**config.mk**
```make
export PLATFORM = sky130hd
export DESIGN_NAME = iob_axis_packer
export DESIGN_NICKNAME = d
export VERILOG_FILES = /design/src/rtl/iob_axis_packer.sv
export SDC_FILE = /design/constraint.sdc
export NUM_CORES = 1
export LEC_CHECK = 0
export ABC_AREA = 1
export CORE_MARGIN = 2
export CORE_UTILIZATION = 35
export DETAILED_ROUTE_END_ITERATION = 10
export PLACE_DENSITY = 0.54
export SLEW_MARGIN = 20
export SYNTH_ARGS = -nofsm -noshare
export SYNTH_HDL_FRONTEND = slang
export SYNTH_SLANG_ARGS = --single-unit
```
**constraint.sdc**
```tcl
create_clock -name clk_i -period 4.75 [get_ports clk_i]
set_input_delay 0.95 -clock clk_i [delete_from_list [all_inputs] [get_ports clk_i]]
set_output_delay 0.95 -clock clk_i [all_outputs]
set_load 0.005 [all_outputs]
```
**src/rtl/iob_axis_packer.sv**
```systemverilog
// Packs narrow AXI-Stream beats into full-width words for the DMA input path.
// It keeps a lane-valid mask, flushes a partial word on tlast, and counts the words accepted downstream.
module iob_axis_packer #(
   parameter  int IN_W  = 8,
   parameter  int OUT_W = 32,
   parameter  int CNT_W = 32,
   localparam int RATIO = OUT_W / IN_W
) (
   input  logic             clk_i,
   input  logic             cke_i,
   input  logic             arst_i,
   input  logic             rst_i,
   input  logic [IN_W-1:0]  in_tdata_i,
   input  logic             in_tvalid_i,
   input  logic             in_tlast_i,
   output logic             in_tready_o,
   output logic [OUT_W-1:0] out_tdata_o,
   output logic [RATIO-1:0] out_tkeep_o,
   output logic             out_tlast_o,
   output logic             out_tvalid_o,
   input  logic             out_tready_i,
   output logic [CNT_W-1:0] word_cnt_o
);

   localparam int LANE_W = (RATIO > 1) ? $clog2(RATIO) : 1;
   localparam logic [LANE_W-1:0] LAST_LANE = LANE_W'(RATIO - 1);

   logic [OUT_W-1:0]  acc;
   logic [RATIO-1:0]  keep_acc;
   logic [LANE_W-1:0] lane;
   logic [OUT_W-1:0]  merged_data;
   logic [RATIO-1:0]  merged_keep;
   logic              acc_fire;
   logic              out_fire;
   logic              word_done;

   // A new beat may enter whenever the holding register is empty or is draining this cycle.
   assign in_tready_o = cke_i & (~out_tvalid_o | out_tready_i);
   assign acc_fire    = in_tvalid_i & in_tready_o;
   assign out_fire    = out_tvalid_o & out_tready_i & cke_i;
   assign word_done   = acc_fire & ((lane == LAST_LANE) | in_tlast_i);

   // Lanes that are not yet filled are still zero in acc, so the merge only has to drop the new beat into place.
   always_comb begin
      merged_data = acc;
      merged_keep = keep_acc;
      for (int k = 0; k < RATIO; k++) begin
         if (lane == LANE_W'(k)) begin
            merged_data[k*IN_W +: IN_W] = in_tdata_i;
            merged_keep[k]              = 1'b1;
         end
      end
   end

   always_ff @(posedge clk_i or posedge arst_i) begin
      if (arst_i) begin
         acc      <= '0;
         keep_acc <= '0;
         lane     <= '0;
      end else if (cke_i) begin
         if (rst_i) begin
            acc      <= '0;
            keep_acc <= '0;
            lane     <= '0;
         end else if (word_done) begin
            acc      <= '0;
            keep_acc <= '0;
            lane     <= '0;
         end else if (acc_fire) begin
            acc      <= merged_data;
            keep_acc <= merged_keep;
            lane     <= lane + LANE_W'(1);
         end
      end
   end

   // A completion reloads the holding register even while it drains, so back-to-back words see no bubble.
   always_ff @(posedge clk_i or posedge arst_i) begin
      if (arst_i) begin
         out_tdata_o  <= '0;
         out_tkeep_o  <= '0;
         out_tlast_o  <= 1'b0;
         out_tvalid_o <= 1'b0;
      end else if (cke_i) begin
         if (rst_i) begin
            out_tdata_o  <= '0;
            out_tkeep_o  <= '0;
            out_tlast_o  <= 1'b0;
            out_tvalid_o <= 1'b0;
         end else if (word_done) begin
            out_tdata_o  <= merged_data;
            out_tkeep_o  <= merged_keep;
            out_tlast_o  <= in_tlast_i;
            out_tvalid_o <= 1'b1;
         end else if (out_fire) begin
            out_tvalid_o <= 1'b0;
         end
      end
   end

   always_ff @(posedge clk_i or posedge arst_i) begin
      if (arst_i) begin
         word_cnt_o <= '0;
      end else if (cke_i) begin
         if (rst_i) begin
            word_cnt_o <= '0;
         end else if (out_fire) begin
            word_cnt_o <= word_cnt_o + CNT_W'(1);
         end
      end
   end

endmodule

```
==> results of run 1 <==
worst reg2reg max path: stages (launching register included):
cell	delay [ns]
dfrtp_1	0.40
ha_1	0.24
nor2_1	0.13
nor2_2	0.10
inv_1	0.71
nand3_1	0.17
o21ai_0	0.12
metal layers:
layer  GRT usage  wire [µm]  part of all wire
met5           0          0                 0
met1       0.227       6250              0.47
met2       0.281       6560              0.49
met3      0.0363        539             0.040
met4      0.0556         68            0.0051
path summary, 6_finish.rpt:
path / from / endpoint
worst max-delay path: cke_i / in_tready_o
worst min-delay path: out_tdata_o[4]$_DFFE_PP0P_ / out_tdata_o[4]$_DFFE_PP0P_
worst max register to register: lane[0]$_DFFE_PP0P_ / acc[1]$_DFFE_PP0P_
worst min register to register: out_tdata_o[4]$_DFFE_PP0P_ / out_tdata_o[4]$_DFFE_PP0P_
max in group asynchronous: arst_i / keep_acc[2]$_DFFE_PP0P_
min in group asynchronous: arst_i / word_cnt_o[1]$_DFFE_PP0P_
logic make-up after synthesis:
group                    Yosys count
XOR/XNOR                           2
buffers and inverters            101
flip-flops                       108
adder cells (fa/ha/maj)            5
AO/OA/AOI/OAI                    141
AND/OR/NAND/NOR                  322
power groups by stage:
stage / clock network, mW / logic [mW] / registers [mW]
finish: 0.727 / 0.426 / 1.08
global route: 0.786 / 0.485 / 1.09
CTS: 0.761 / 0.429 / 1.08
detailed placement: 0 / 0.427 / 1.10
global placement: 0 / 0.419 / 1.09
floorplan: 0 / 0.229 / 1.09
final cells by class:
type / count / area [µm²] / share of cell area
clock buffers: 12 / 267 / 0.0406
repair buffers: 89 / 913 / 0.139
multi-input cells: 470 / 2160 / 0.328
well taps: 184 / 230 / 0.0351
flip-flops and latches: 108 / 2700 / 0.412
inverters: 73 / 277 / 0.0421
clock inverters: 3 / 21.3 / 0.00324
state kept, by name (all words and copies together), names as in the netlist:
name	cells
out_tlast_o	1
acc	32
lane	2
out_tkeep_o	4
out_tdata_o	32
keep_acc	4
out_tvalid_o	1
word_cnt_o	32
cell usage in the layout (no fill, tap or decap), types with 5 or more instances in the layout:
cell type / n
clkdlybuf4s50_1: 85
a21oi_1: 52
nor3_1: 7
ha_1: 5
nand4_1: 5
nand3_1: 58
nand2_1: 171
inv_1: 70
o21ai_0: 84
nor2_1: 70
dfrtp_1: 108
clkbuf_16: 9
synth_stat cells (all sizes together):
cell    instances  area (µm²)
a21oi          52         260
and3            1        7.51
buf            13        65.1
clkbuf         15        56.3
clkinv          1        3.75
dfrtp         108        2700
ha              5        62.6
inv            72         270
nand2         172         648
nand3          59         300
nand4           5        31.3
nor2           77         319
nor3            7        35.0
o21ai          85         425
o22ai           1        6.26
o31ai           3        22.5
or2             1        6.26
xnor2           1        8.76
xor2            1        8.76
stage by stage:
step                      worst slack [ns]  power (mW)
after global routing                  1.39        2.36
final                                 1.46        2.23
after floorplan                      0.954        1.32
after detailed placement              1.37        1.52
after CTS                             1.45        2.27
after global placement                1.45        1.51
==> results.cfg, run 1 <==
[finish]
n_fill_cell = 1462
drive_above_1_share = 0.0437
area_delta_synth_final_pct = 25.3
layout.nets = 771
final_cells = 939
final_cell_area_um2 = 6570
final_util = 0.450
diodes = 0

[cts]
cts.clk_slew.worst_paths_ns = 0.06
clk_latency_ns = 0.35
cts_resized = 0
cts_tree = built
cts_max_level = 3
hold_buffers = 0
cts_num_sinks = 108
cts_buffer_depth = 2
cts_setup_buffers = 0
numCtsBuffers = 9
cts_root_buf = clkbuf_16

[power]
power_density_nw_per_um2 = 340
p_leak_nw = 3.00
p_clk_frac = 0.326
switching_share = 0.278
internal-power_mw = 1.61
worst_ir_drop_vdd_mv = 0.194
pwr-share-comb = 0.191
p_switching_uw = 621
p_seq_frac = 0.483

[route]
drt_iter0_drc = 319
drc = 0
vias = 4613
wl_per_cell_um = 14.3
vias_per_cell = 4.91
antenna_left = 0
drt_wl_total_um = 13400
dr.pass1.iters = 4

[placement]
dpl.hpwl_um = 9220
gp_congestion = 0.878
post-place-cells = 923
dpl_cell_area_um2 = 6250
portBuffers = 85

[sta]
fmax_ghz = 0.304
timing.hold.ws_ns = 0.477
setup_viol = 0
finClkSkew_ns = 0.00688
post-route-min-period_ns = 3.29
fin_crit_sh = 0.692
rsz0062_at_grt = false
tns_ns = 0
slew_viol_final = 0
hold_viol = 0
tightest_slew_ns = 0.978
max_slew_margin = 0.348

[global_routing]
grt_overflow = 0
grt_pass1_wl_um = 22200
grt_max_degree = 74
grt_use_total = 0.171
antenna_found_initial = 0
grt_pass1_vias = 4575

[synthesis]
yosys.area_share.simple = 0.257
yosysUniqueCellTypes = 27
synth_top_family_by_area = simple AND/OR/NAND/NOR gates
ys_ff_latch = 108
syn_area_per_cell_um2 = 7.72
yosysSeqAreaShare = 0.516
synthAdderAreaFrac = 0.0119
synth_nets = 699
synth_compound_area_frac = 0.136
netlist_area_um2 = 5240
synth_xor_area_frac = 0.00334
synthMuxAreaShare = 0
synthesis.instances = 679
yosys_warnings = 0

[worst_hold_path]
holdPathStages = 2
hold_class = register to register

[setup_path]
crit_buf_inv = 3
critPathLaunchType = input pin
path_depth = 4
cp_max_fo = 5
crit_chain = clkdlybuf4s50_1, inv_1, a21oi_1, clkdlybuf4s50_1
crit_top_cell = clkdlybuf4s50_1
crit_path_end_kind = output pin
crit_arrival_ns = 2.34
required_ns = 3.80
slowest_delay_ns = 0.62
reg2regPathDepth = 6
r2r_slack_ns = 2.79
worst_path_max_delay_cell = clkdlybuf4s50_1
path_delay_family = buffers and inverters
setup.worst_path.class = input pin to output pin

[floorplan]
die_w_um = 126
start_util = 0.359
coreArea_um2 = 14600
io_pins = 86
die_area_um2 = 16000
fp.dieH_um = 126
rows = 44

[outcome]
status = finished, final reports clean

[flow_run]
maxCapViolCount = 0
Power figures use the tool's default switching activity.
==> run 2: changes to the inputs <==
--- a/config.mk
+++ b/config.mk
@@ -9,7 +9,7 @@
 export CORE_MARGIN = 2
 export CORE_UTILIZATION = 35
 export DETAILED_ROUTE_END_ITERATION = 10
-export PLACE_DENSITY = 0.54
+export PLACE_DENSITY = 0.56
 export SLEW_MARGIN = 20
 export SYNTH_ARGS = -nofsm -noshare
 export SYNTH_HDL_FRONTEND = slang
==> constraint.sdc (replaced) <==
create_clock -name clk_i -period 2.9 [get_ports clk_i]
set_input_delay 0.58 -clock clk_i [delete_from_list [all_inputs] [get_ports clk_i]]
set_output_delay 0.58 -clock clk_i [all_outputs]
set_load 0.005 [all_outputs]
==> run 2 against run 1 <==
Clock power up 76%. Hold slack improved by 0.0026 ns. Combinational power up 66%. First-iteration DRC count shrank 20%. Core utilization up 0.35 points. Via count increased by 2.8%. Largest power group unchanged.
==> results.cfg, run 2 (same netlist as run 1, synthesis figures left out) <==
[cts]
cts_setup_buffers = 0
cts_max_level = 3
cts_resized = 0
cts_root_buf = clkbuf_16
cts_num_sinks = 108
cts_tree = built
hold_buffers = 0
clk_latency_ns = 0.34
cts_buffer_depth = 2
cts.clk_slew.worst_paths_ns = 0.07
numCtsBuffers = 9

[global_routing]
grt_max_degree = 109
grt_overflow = 0
grt_use_total = 0.173
antenna_found_initial = 0
grt_pass1_vias = 4514
grt_pass1_wl_um = 22600

[route]
drt_wl_total_um = 13400
drc = 0
vias_per_cell = 5.02
vias = 4742
drt_iter0_drc = 254
dr.pass1.iters = 5
antenna_left = 0
wl_per_cell_um = 14.2

[setup_path]
crit_end = in_tready_o
setup.worst_path.class = input pin to output pin
reg2regPathDepth = 8
r2r-end = word_cnt_o[26]$_DFFE_PP0P_
crit_buf_inv = 3
worst_path_max_delay_cell = clkdlybuf4s50_1
crit_chain = clkdlybuf4s50_1, inv_1, a21oi_1, clkdlybuf4s50_1
crit_start = cke_i
crit_arrival_ns = 1.89
path_depth = 4
crit_path_end_kind = output pin
r2r_slack_ns = 1.03
path_delay_family = buffers and inverters
r2r_start = word_cnt_o[1]$_DFFE_PP0P_
crit_top_cell = clkdlybuf4s50_1
slowest_delay_ns = 0.57
cp_max_fo = 5
critPathLaunchType = input pin
required_ns = 2.32

[finish]
n_fill_cell = 1450
final_cells = 944
multiInputGateArea_um2 = 2150
seq_area_um2 = 2700
area_delta_synth_final_pct = 26.3
layout.nets = 775
drive_above_1_share = 0.0500
layout_commonest_cell = nand2_1
reg_top3 = acc x32, out_tdata_o x32, word_cnt_o x32
diodes = 0
final_cell_mix = nand2_1, dfrtp_1, clkdlybuf4s50_1

[floorplan]
coreArea_um2 = 14600
die_w_um = 126
start_util = 0.359
die_area_um2 = 16000
io_pins = 86
fp.dieH_um = 126
rows = 44

[sta]
fmax_ghz = 0.405
max_slew_margin = 0.582
tightest_slew_ns = 0.627
finClkSkew_ns = 0.00843
post-route-min-period_ns = 2.47
rsz0062_at_grt = false
setup_viol = 0
fin_crit_sh = 0.851
tns_ns = 0
slew_viol_final = 0
timing.hold.ws_ns = 0.480
hold_viol = 0

[power]
power_density_nw_per_um2 = 567
worst_ir_drop_vdd_mv = 0.292
pwr-share-comb = 0.188
p_leak_nw = 3.02
p_seq_frac = 0.470
internal-power_mw = 2.69
p_switching_mw = 1.06
switching_share = 0.282
finalPower_mw = 3.75
p_clk_frac = 0.342

[placement]
post-place-cells = 928
portBuffers = 85
dpl.hpwl_um = 9040
gp_congestion = 0.870

[outcome]
status = finished, final reports clean

[worst_hold_path]
hold_class = register to register
hp-start = out_tdata_o[14]$_DFFE_PP0P_

[flow_run]
maxCapViolCount = 0
==> run 2: cell types whose count changed in the layout (fill, tap and decap cells not counted), sizes merged <==
| cell | before | now |
|---|---|---|
| clkbuf | 12 | 10 |
| inv | 72 | 73 |
| clkinvlp | 1 | 3 |
| buf | 4 | 8 |
| bufinv | 0 | 1 |
| clkinv | 3 | 2 |
==> run 2: final cells by class <==
type | instances | share of cell area
flip-flops and latches | 108 | 0.408
clock buffers | 10 | 0.0361
inverters | 73 | 0.0420
repair buffers | 93 | 0.143
clock inverters | 6 | 0.0108
multi-input cells | 470 | 0.325
well taps | 184 | 0.0348
==> run 2: power groups by stage <==
stage	combinational (mW)	sequential, mW	clock [mW]
6_report	0.706	1.76	1.28
5_1_grt	0.804	1.79	1.37
4_1_cts	0.718	1.77	1.32
3_5_place_dp	0.713	1.79	0
3_3_place_gp	0.699	1.79	0
2_1_floorplan	0.376	1.79	0
==> run 2: stage by stage <==
stage               setup slack (ns)  cell area (µm²)  utilization
floorplan                       1.02             5240            -
global placement               0.443             6310        0.432
detailed placement             0.428             6310        0.432
CTS                            0.419             6620        0.454
global route                   0.354             6620        0.454
finish                         0.434             6620        0.454
==> run 2: worst min path at each step <==
| stage | endpoint | depth (start not counted) | slack, ns |
|---|---|---|---|
| floorplan | acc[11]$_DFFE_PP0P_ | 2 | 0.45 |
| global placement | out_tdata_o[0]$_DFFE_PP0P_ | 2 | 0.46 |
| detailed placement | out_tdata_o[15]$_DFFE_PP0P_ | 2 | 0.46 |
| CTS | out_tdata_o[14]$_DFFE_PP0P_ | 2 | 0.49 |
| global route | acc[11]$_DFFE_PP0P_ | 2 | 0.52 |
| finish | out_tdata_o[14]$_DFFE_PP0P_ | 2 | 0.48 |
==> run 2: routing by layer <==
layer	up-vias	part of all wire	GRT usage
li1	2341	-	-
met1	2261	0.47	0.235
met2	127	0.48	0.288
met3	13	0.042	0.0283
met4	0	0.012	0.0472
met5	-	0	0
==> run 2: tightest hold or removal path: stages, from the launching register on <==
cell,delay [ns]
dfrtp_1,0.34
nand2_1,0.05
nand2_1,0.05
==> run 3: changes to the inputs <==
--- a/config.mk
+++ b/config.mk
@@ -6,10 +6,12 @@
 export NUM_CORES = 1
 export LEC_CHECK = 0
 export ABC_AREA = 1
+export CORE_ASPECT_RATIO = 1.2
 export CORE_MARGIN = 2
 export CORE_UTILIZATION = 35
 export DETAILED_ROUTE_END_ITERATION = 10
 export PLACE_DENSITY = 0.56
+export SKIP_LAST_GASP = 1
 export SLEW_MARGIN = 20
 export SYNTH_ARGS = -nofsm -noshare
 export SYNTH_HDL_FRONTEND = slang
==> run 3 against run 2 <==
Clock skew hardly changed. Power is 0.78% lower. First-iteration DRC count is 27% higher. Register-to-register slack worse by 0.13 ns. Sequential cell count stayed put. Count of clock-buffer cells in the layout is 1 higher. Worst setup slack worse by 0.0097 ns. Sequential share of layout area is 0.11 points lower. Clock power hardly changed. Global-route usage is 0.39 points higher. Critical endpoint unchanged.
==> results.cfg, run 3 (same netlist as run 1, synthesis figures left out) <==
[global_routing]
grt_use_total = 0.177
grt_pass1_vias = 4635
grt_overflow = 0
antenna_found_initial = 0
grt_max_degree = 109
grt_pass1_wl_um = 22600

[cts]
cts_tree = built
cts_num_sinks = 108
clk_latency_ns = 0.35
numCtsBuffers = 9
cts_root_buf = clkbuf_16
cts_resized = 0
cts.clk_slew.worst_paths_ns = 0.07
cts_max_level = 3
cts_buffer_depth = 2
hold_buffers = 0
cts_setup_buffers = 0

[route]
drc = 0
drt_wl_total_um = 13500
dr.pass1.iters = 4
antenna_left = 0
wl_per_cell_um = 14.0
drt_iter0_drc = 322
vias = 4675
vias_per_cell = 4.85

[sta]
max_slew_margin = 0.516
fmax_ghz = 0.404
finClkSkew_ns = 0.00806
tightest_slew_ns = 0.725
setup_viol = 0
post-route-min-period_ns = 2.48
rsz0062_at_grt = false
slew_viol_final = 0
hold_viol = 0
worst_slack_ns = 0.424
tns_ns = 0
fin_crit_sh = 0.854

[floorplan]
io_pins = 86
die_area_um2 = 16000
rows = 49
die_w_um = 116
fp.dieH_um = 138
start_util = 0.353
coreArea_um2 = 14800

[finish]
reg_top3 = acc x32, out_tdata_o x32, word_cnt_o x32
final_cell_mix = nand2_1, dfrtp_1, clkdlybuf4s50_1
final_cells = 964
layout_commonest_cell = nand2_1
drive_above_1_share = 0.0487
layout.nets = 775
diodes = 0
area_delta_synth_final_pct = 26.6

[setup_path]
required_ns = 2.32
critPathLaunchType = input pin
setup.worst_path.class = input pin to output pin
crit_path_end_kind = output pin
crit_arrival_ns = 1.90
crit_chain = clkdlybuf4s50_1, inv_1, a21oi_1, clkdlybuf4s50_1
path_delay_family = buffers and inverters
crit_top_cell = clkdlybuf4s50_1
crit_buf_inv = 3
cp_max_fo = 5
worst_path_max_delay_cell = clkdlybuf4s50_1
slowest_delay_ns = 0.58

[placement]
dp_slack_ns = 0.410
gp_congestion = 0.850
portBuffers = 85
dpl.hpwl_um = 9270
post-place-cells = 948

[power]
worst_ir_drop_vdd_mv = 0.288
p_leak_nw = 3.02
power_density_nw_per_um2 = 561

[outcome]
status = finished, final reports clean

[flow_run]
maxCapViolCount = 0

[worst_hold_path]
hold_class = register to register
==> run 3: cell count changes in the layout (fill, tap and decap cells not counted) <==
cell,before,now
clkbuf_1,0,1
clkinv_2,0,1
clkinvlp_4,3,2
inv_6,2,1
==> run 3: metrics by stage <==
step           utilization  instance area [µm²]  hold slack, ns  power [mW]
2_1_floorplan            -                 5240           0.453        2.16
3_3_place_gp         0.427                 6330           0.460        2.49
3_5_place_dp         0.427                 6330           0.463        2.50
4_1_cts              0.447                 6640           0.480        3.78
5_1_grt              0.447                 6640           0.506        3.95
6_report             0.447                 6640           0.473        3.72
==> run 3: tightest hold or removal path: cells and delay by family, from the launching register on <==
family           cells  cell delay, ns
and+or+nand+nor      2            0.09
DFF                  1            0.35
==> run 3: per-layer routing <==
metal / up-vias / global-route usage / share of wire
li1: 2343 / - / -
met5: - / 0 / 0
met2: 93 / 0.291 / 0.49
met3: 20 / 0.0373 / 0.040
met1: 2219 / 0.224 / 0.44
met4: 0 / 0.0739 / 0.025
==> run 3: power by group <==
group | switching [mW] | leakage (nW) | internal (mW) | total, mW
Combinational | 0.391 | 1.41 | 0.313 | 0.703
Sequential | 0.0823 | 1.47 | 1.68 | 1.76
Clock | 0.560 | 0.146 | 0.697 | 1.26
==> run 3: final timing paths <==
check | to | start | slack (ns) | cells after the start
max | in_tready_o | cke_i | 0.42 | 4
max reg2reg | keep_acc[1]$_DFFE_PP0P_ | lane[0]$_DFFE_PP0P_ | 0.90 | 7
min reg2reg | out_tlast_o$_DFFE_PP0P_ | out_tlast_o$_DFFE_PP0P_ | 0.47 | 2
max in group asynchronous | acc[29]$_DFFE_PP0P_ | arst_i | 1.70 | 3
min in group asynchronous | word_cnt_o[0]$_DFFE_PP0P_ | arst_i | 0.68 | 3
min | out_tlast_o$_DFFE_PP0P_ | out_tlast_o$_DFFE_PP0P_ | 0.47 | 2
==> run 3: layout make-up <==
class / count / area [µm²]
multi-input combinational: 470 / 2150
sequential: 108 / 2700
timing repair buffer: 93 / 948
clock buffer: 11 / 243
tap: 204 / 255
clock inverter: 5 / 60.1
inverter: 73 / 278
fill: 1521 / 8200
